### config.mk
export PLATFORM = sky130hd
export DESIGN_NAME = audio_i2s_rx
export DESIGN_NICKNAME = d
export VERILOG_FILES = /design/src/rtl/audio_i2s_rx.sv
export SDC_FILE = /design/constraint.sdc
export NUM_CORES = 1
export LEC_CHECK = 0
export CAP_MARGIN = 40
export CORE_UTILIZATION = 30
export CTS_BUF_LIST = sky130_fd_sc_hd__clkbuf_16
export CTS_CLUSTER_SIZE = 24
export DETAILED_ROUTE_END_ITERATION = 6
export SETUP_SLACK_MARGIN = 0.15
export SYNTH_ARGS = -nofsm -noshare
export SYNTH_HDL_FRONTEND = slang
export SYNTH_SLANG_ARGS = --single-unit
### constraint.sdc
create_clock -name clk -period 4.1 [get_ports clk]
set_clock_uncertainty 0.1 [all_clocks]
set_input_delay 0.82 -clock clk [delete_from_list [all_inputs] [get_ports clk]]
set_output_delay 0.82 -clock clk [all_outputs]
set_load 0.05 [all_outputs]
### src/rtl/audio_i2s_rx.sv
// I2S capture front-end: oversamples the BCLK/LRCLK/SDATA pads, frames Philips I2S
// words, pairs left/right samples and queues them in a small FIFO on a valid/ready stream.
module audio_i2s_rx #(
    parameter int SAMPLE_W = 16,
    parameter int SLOT_W   = 32,
    parameter int FIFO_AW  = 2
) (
    input  logic                  clk,
    input  logic                  rst,
    input  logic                  i2s_bclk,
    input  logic                  i2s_lrclk,
    input  logic                  i2s_sdata,
    output logic [2*SAMPLE_W-1:0] out_data,
    output logic                  out_valid,
    input  logic                  out_ready,
    output logic                  locked,
    output logic [7:0]            ovf_cnt,
    input  logic                  stat_clr
);

    localparam int BCNT_W = $clog2(SLOT_W + 1);
    localparam int DEPTH  = 1 << FIFO_AW;
    localparam int PAIR_W = 2 * SAMPLE_W;

    logic [2:0] pad_in;
    logic [2:0] pad_sync;

    assign pad_in = {i2s_bclk, i2s_lrclk, i2s_sdata};

    for (genvar gi = 0; gi < 3; gi++) begin : g_sync
        logic s1_reg;
        logic s2_reg;
        always_ff @(posedge clk) begin
            if (rst) begin
                s1_reg <= 1'b0;
                s2_reg <= 1'b0;
            end else begin
                s1_reg <= pad_in[gi];
                s2_reg <= s1_reg;
            end
        end
        assign pad_sync[gi] = s2_reg;
    end

    // LRCLK and SDATA are delayed alongside the edge detector so they line up with rise_reg.
    logic bclk_d_reg, rise_reg, lr_smp_reg, sd_smp_reg;

    always_ff @(posedge clk) begin
        if (rst) begin
            bclk_d_reg <= 1'b0;
            rise_reg   <= 1'b0;
            lr_smp_reg <= 1'b0;
            sd_smp_reg <= 1'b0;
        end else begin
            bclk_d_reg <= pad_sync[2];
            rise_reg   <= pad_sync[2] & ~bclk_d_reg;
            lr_smp_reg <= pad_sync[1];
            sd_smp_reg <= pad_sync[0];
        end
    end

    logic                lr_prev_reg, lr_prev_next;
    logic [BCNT_W-1:0]   bcnt_reg, bcnt_next;
    logic [SAMPLE_W-1:0] shreg_reg, shreg_next;
    logic                locked_reg, locked_next;
    logic                left_ok_reg, left_ok_next;
    logic [SAMPLE_W-1:0] left_hold_reg, left_hold_next;
    logic                push_reg, push_next;
    logic [PAIR_W-1:0]   push_data_reg, push_data_next;

    logic [SAMPLE_W-1:0] bit_sel;
    logic [SAMPLE_W-1:0] word;
    logic                boundary;

    // One-hot write position for the current bit; all zero once the index passes SAMPLE_W.
    for (genvar gi = 0; gi < SAMPLE_W; gi++) begin : g_bit_sel
        assign bit_sel[SAMPLE_W-1-gi] = (32'(bcnt_reg) == gi);
    end

    assign word     = shreg_reg | (bit_sel & {SAMPLE_W{sd_smp_reg}});
    assign boundary = rise_reg && (lr_smp_reg != lr_prev_reg);

    always_comb begin
        lr_prev_next   = lr_prev_reg;
        bcnt_next      = bcnt_reg;
        shreg_next     = shreg_reg;
        locked_next    = locked_reg;
        left_ok_next   = left_ok_reg;
        left_hold_next = left_hold_reg;
        push_next      = 1'b0;
        push_data_next = push_data_reg;
        if (rise_reg) begin
            lr_prev_next = lr_smp_reg;
            if (boundary) begin
                bcnt_next  = '0;
                shreg_next = '0;
                if (!locked_reg) begin
                    locked_next = 1'b1;
                end else if (!lr_prev_reg) begin
                    left_hold_next = word;
                    left_ok_next   = 1'b1;
                end else if (left_ok_reg) begin
                    push_next      = 1'b1;
                    push_data_next = {left_hold_reg, word};
                    left_ok_next   = 1'b0;
                end
            end else begin
                shreg_next = word;
                if (bcnt_reg != BCNT_W'(SLOT_W)) begin
                    bcnt_next = bcnt_reg + BCNT_W'(1);
                end
            end
        end
    end

    always_ff @(posedge clk) begin
        if (rst) begin
            lr_prev_reg   <= 1'b0;
            bcnt_reg      <= '0;
            shreg_reg     <= '0;
            locked_reg    <= 1'b0;
            left_ok_reg   <= 1'b0;
            left_hold_reg <= '0;
            push_reg      <= 1'b0;
            push_data_reg <= '0;
        end else begin
            lr_prev_reg   <= lr_prev_next;
            bcnt_reg      <= bcnt_next;
            shreg_reg     <= shreg_next;
            locked_reg    <= locked_next;
            left_ok_reg   <= left_ok_next;
            left_hold_reg <= left_hold_next;
            push_reg      <= push_next;
            push_data_reg <= push_data_next;
        end
    end

    logic [PAIR_W-1:0]  mem [DEPTH];
    logic [FIFO_AW:0]   wr_ptr_reg, rd_ptr_reg, rd_ptr_next;
    logic [PAIR_W-1:0]  out_data_reg;
    logic               out_valid_reg;
    logic [7:0]         ovf_cnt_reg;
    logic               fifo_full, pop, push_ok, drop;

    assign fifo_full   = (wr_ptr_reg[FIFO_AW] != rd_ptr_reg[FIFO_AW]) &&
                         (wr_ptr_reg[FIFO_AW-1:0] == rd_ptr_reg[FIFO_AW-1:0]);
    assign pop         = out_valid_reg & out_ready;
    assign push_ok     = push_reg & (~fifo_full | pop);
    assign drop        = push_reg & fifo_full & ~pop;
    assign rd_ptr_next = rd_ptr_reg + (FIFO_AW+1)'(pop);

    always_ff @(posedge clk) begin
        if (push_ok) begin
            mem[wr_ptr_reg[FIFO_AW-1:0]] <= push_data_reg;
        end
    end

    // The head is re-read every cycle from the post-pop address; a freshly written
    // entry becomes visible one cycle after its write, hence no bypass path.
    always_ff @(posedge clk) begin
        if (rst) begin
            wr_ptr_reg    <= '0;
            rd_ptr_reg    <= '0;
            out_data_reg  <= '0;
            out_valid_reg <= 1'b0;
        end else begin
            if (push_ok) begin
                wr_ptr_reg <= wr_ptr_reg + (FIFO_AW+1)'(1);
            end
            rd_ptr_reg    <= rd_ptr_next;
            out_data_reg  <= mem[rd_ptr_next[FIFO_AW-1:0]];
            out_valid_reg <= (wr_ptr_reg != rd_ptr_next);
        end
    end

    always_ff @(posedge clk) begin
        if (rst || stat_clr) begin
            ovf_cnt_reg <= 8'd0;
        end else if (drop && (ovf_cnt_reg != 8'hFF)) begin
            ovf_cnt_reg <= ovf_cnt_reg + 8'd1;
        end
    end

    assign out_data  = out_data_reg;
    assign out_valid = out_valid_reg;
    assign locked    = locked_reg;
    assign ovf_cnt   = ovf_cnt_reg;

endmodule
# ---- Word-level counts from Yosys, hierarchy flattened
# Memory sizes are Yosys's and may differ from the RTL's. A register that Yosys moved wholly into a read port is not among the register bits.
# Cells that the tools add are included.
dict set report classes {
  add_sub_neg 4
  n_eq_ne 21
  muxes 7
  bitwise_logic 15
  n_reduce_logical 12
}
# cell count
set op_table {}
lappend op_table {{$eq 6x4->1 const B} 8}
lappend op_table {{$eq 6x3->1 const B} 4}
lappend op_table {{$and 16x16->16} 1}
lappend op_table {{$mux 16} 1}
lappend op_table {{$or 16x16->16} 1}
lappend op_table {{$eq 6x2->1 const B} 2}
lappend op_table {{$mux 6} 2}
lappend op_table {{$add 8x1->8 const B} 1}
lappend op_table {{$ne 8x8->1 const B} 1}
lappend op_table {{$not 1->1} 7}
lappend op_table {{$add 6x1->6 const B} 1}
lappend op_table {{$eq 6x1->1 const B} 1}
lappend op_table {{$logic_not 6->1} 1}
lappend op_table {{$ne 6x6->1 const B} 1}
lappend op_table {{$and 1x1->1} 5}
lappend op_table {{$reduce_and 5->1} 1}
lappend op_table {{$reduce_or 5->1} 1}
lappend op_table {{$mux 1} 4}
lappend op_table {{$reduce_and 2->1} 2}
lappend op_table {{$reduce_and 4->1} 1}
lappend op_table {{$add 3x1->3} 1}
lappend op_table {{$add 3x1->3 const B} 1}
lappend op_table {{$logic_and 1x1->1} 3}
lappend op_table {{$ne 3x3->1} 1}
lappend op_table {{6 further kinds} 7}
dict set report totals {
  regBits 99
  ram_bits 128
  wordCells 82
  mem_count 1
}
# name depth word_bits read_ports rd_clocked_by_memory_dff wr line_no
set memory_table {}
lappend memory_table {mem 4 32 1 1 1 138} ;# logic [PAIR_W-1:0] mem [DEPTH];

# ---- Logic depth before layout (Yosys ltp)
dict set report depth {
  word_depth 7
  ltp_mapped 7
  depth_no_buf 6
}

# ---- Worst setup path before layout
# OpenSTA, ideal clock, no wires.
dict set report synth_path {
  kind {input to register}
  startpoint {in out_ready}
  endpoint {mem mem[3][0] (netlist bit) (enable)}
  setup_time_ns 0.443
  arrival_time_ns 2.744
  required_ns 3.557
  setup_slack_ns 0.813
  path_stages 2
  n_path_buf 0
  cell_sequence {nand2_1 -> a41oi_1}
}
dict set report synth_between {
  elab_chain_len 5
}
# element line_no
set synth_rtl {}
lappend synth_rtl {{start, declared} 15} ;# input logic out_ready,
lappend synth_rtl {{$and 1x1->1} 147} ;# assign pop = out_valid_reg & out_ready;
lappend synth_rtl {{$or 1x1->1} 148} ;# assign push_ok = push_reg & (~fifo_full | pop);
lappend synth_rtl {{$and 1x1->1} 148}
lappend synth_rtl {{$mux 1} 153} ;# if (push_ok) begin
lappend synth_rtl {{$mux 1 (implied by the code)} 154} ;# mem[wr_ptr_reg[FIFO_AW-1:0]] <= push_data_reg;
lappend synth_rtl {{end, declared} 138}
# No other way between the ends.

# ---- Worst setup path after layout
dict set report layout_path {
  startpoint {reg locked_reg, in the netlist locked}
  endpoint {out locked}
}
# element line_no
set layout_lines {}
lappend layout_lines {{start, declared} 65} ;# logic locked_reg, locked_next;
lappend layout_lines {{start signal, assigned} 130} ;# locked_reg <= locked_next;
lappend layout_lines {{end, declared} 16} ;# output logic locked,
# No word-level cell between the ends.

==> impl_results.md <==
* Area added between synthesis and finish at 18.9%
* TritonCTS buffer count at 26
* Critical path buffer and inverter count at 1
* Number of routed nets with antenna violations at 0
* PD cells at 449 nW/um^2
* Leak at 4.01 nW
* Combinational share of power at 1.8%
* Syn Std Cell Area at 9590 sq um
* Syn_nets at 722
* Top delay family on crit path: buffers and inverters
* Largest register FFs at 128
* CTS H-tree lvls at 1
* Slew headroom at 47.4%
* Register clock-pin slew on the reported worst setup and hold paths at 0.06 ns
* Critical path peak fanout at 5
* Arr. time, crit path at 1.78 ns
* Layout cells sized above 1 at 9.68%
* DR pass1 iterations at 4
* Most frequent cells in the layout: 131 x dfxtp_1, 128 x edfxtp_1, 96 x nor2_1
* Internal power component at 4.11 mW
* Status: completed
* Core area at 31,500 sq um
* Count of final setup violators at 0
* Gpl congestion at 0.758
* Overall die width at 181 um
* Synth Warn # at 0
* Async S/R FF share, synth at 0%
* Storage element area at 6470 sq um
* Initial antenna violation count at 0
* Fillers at 2,987
* Max_cap viols at 0
* Total grt overflow at 0
* Sequential power share at 52.9%
* Placed insts at 1,129
* Top Usage Layer GRT: met2
* CP max stage delay at 0.87 ns
* Clk_lat worst skew at 0.52 ns
* Fin nets at 772
* Met1 usage at 14.7%
* Setup crit start kind: flop
* Slowest CP cell: clkdlybuf4s50_1
* Worst-case clock buffer depth at 3
* Register area share after synthesis at 67.5%
* Yosys cell types at 46
* IO Pins at 49
* Total Wirelength at 18,100 um
* Final min period at 2.70 ns
* Hold-fix buffers at CTS at 0
* Worst-margin pin slew at 0.785 ns
* Commonest non-fill, non-tap cell in the layout: dfxtp_1
* Clk root buf: clkbuf_16
* Met2 Usage GRT at 19.0%
* Psw at 1.01 mW
* Hold/Removal Path Class: flop to flop
* Worst Setup End Kind: output pin
* Via Count at 5,417
* Post-synth top flop: dfxtp_1
* Post-Syn Instances at 705
* Global Route Usage Sum at 11.3%
* Final hold violation count at 0
* Req. time, crit path at 3.18 ns
* Postcts setup bufs at 0
* Maximum number of pins on one net before global-route repair at 40
* Final HPWL DP at 10,800 um
* First-pass GRT wire length at 29,500 um
* Post-DR vias/cell at 4.60
* Area of the multi-input gates at 2940 sq um
* Non-Filler Instances at 1,177
* CP cell instances: clkdlybuf4s50_1
* I/O Buffers at 48
* Fin. max-slew vios at 0
* Clock net sink count at 259
* Clock network fraction of total power at 45.3%
* Switching Share at 19.8%
* Full die area at 32,700 sq um
* DRC at 0
* Setup TNS at 0 ns
* N_diodes at 0
* WL per Instance at 15.4 um
* Fmax at 0.370 GHz
* Vias in the first global route at 5,370
* Initial core utilization at 30.5%
* Synth Register Bits at 259
* Post-cts resize count at 0
* Critical path type: flop to output pin
* RSZ-0062 raised after global routing: false
* CTS tree: done
* Max IR drop VDD at 239 uV
* Final worst-path cycle share at 65.9%
* Die Height at 181 um
* Met3 Usage GRT at 2.26%
* Post-synth EDFFs at 128
* Drt first-iter violations at 392
* Synthesized area per cell at 13.6 sq um
* Rows at 65
## synthesized netlist by cell type, types with 6 or more instances
cell / number / area [sq um]
xnor2_1: 8 / 70.1
inv_1: 8 / 30.0
o21ai_0: 6 / 30.0
mux4_1: 21 / 552
and2b_1: 24 / 180
ha_1: 10 / 125
a21oi_1: 36 / 180
a31oi_1: 6 / 37.5
o21bai_1: 8 / 60.1
nor2b_1: 19 / 119
buf_2: 8 / 40.0
nand3_1: 6 / 30.0
nor2_1: 96 / 360
clkbuf_1: 28 / 105
dfxtp_1: 131 / 2620
edfxtp_1: 128 / 3840
mux4_2: 11 / 248
nand2_1: 45 / 169
nor3_1: 34 / 170
## final cells by class
class | instances | share of cell area, %
flip-flops and latches | 259 | 56.7
clock buffers | 27 | 5.93
inverters | 8 | 0.263
multi-input cells | 397 | 25.8
well taps | 402 | 4.41
clock inverters | 21 | 1.53
repair buffers | 63 | 5.38
## path summary, 6_finish.rpt
path / start / endpoint / slack, ns / depth (start not counted)
max: locked / locked / 1.40 / 1
min: bclk_d_reg / rise_reg / 0.28 / 1
max reg2reg: rd_ptr_reg[0] / mem[2][8] / 1.92 / 4
min reg2reg: bclk_d_reg / rise_reg / 0.28 / 1
## per-stage QoR
step                area, sq um  util [%]  power, mW  hold WS (ns)  worst slack, ns
finish                    11400      36.2       5.12         0.279             1.40
global route              11400      36.2       5.30         0.292             1.27
CTS                       11400      36.2       5.19         0.281             1.34
detailed placement        10600      33.5       2.86         0.275             1.08
global placement          10500      33.5       2.86         0.272             1.10
floorplan                  9590         -       2.83         0.267            0.813
## power groups by stage
stage	logic, mW	registers (mW)	clock network [mW]
after global placement	0.0942	2.77	0
after floorplan	0.0338	2.79	0
after CTS	0.0944	2.71	2.39
after global routing	0.100	2.71	2.49
final	0.0931	2.71	2.32
after detailed placement	0.0944	2.77	0
## cell families after synthesis
kind of cell | after synthesis | share of synthesized area, %
flops | 259 | 67.5
xor+xnor | 14 | 1.44
mux | 34 | 8.55
compound gates | 80 | 5.26
simple gates | 259 | 13.7
fa+ha+maj | 10 | 1.31
buf+inv | 49 | 2.26
## metal layers
metal	wire, um	part of all wire (%)
met2	8580	47
met3	768	4.2
met1	8320	46
met5	0	0
met4	416	2.3
(Power assumes the default switching activity.)
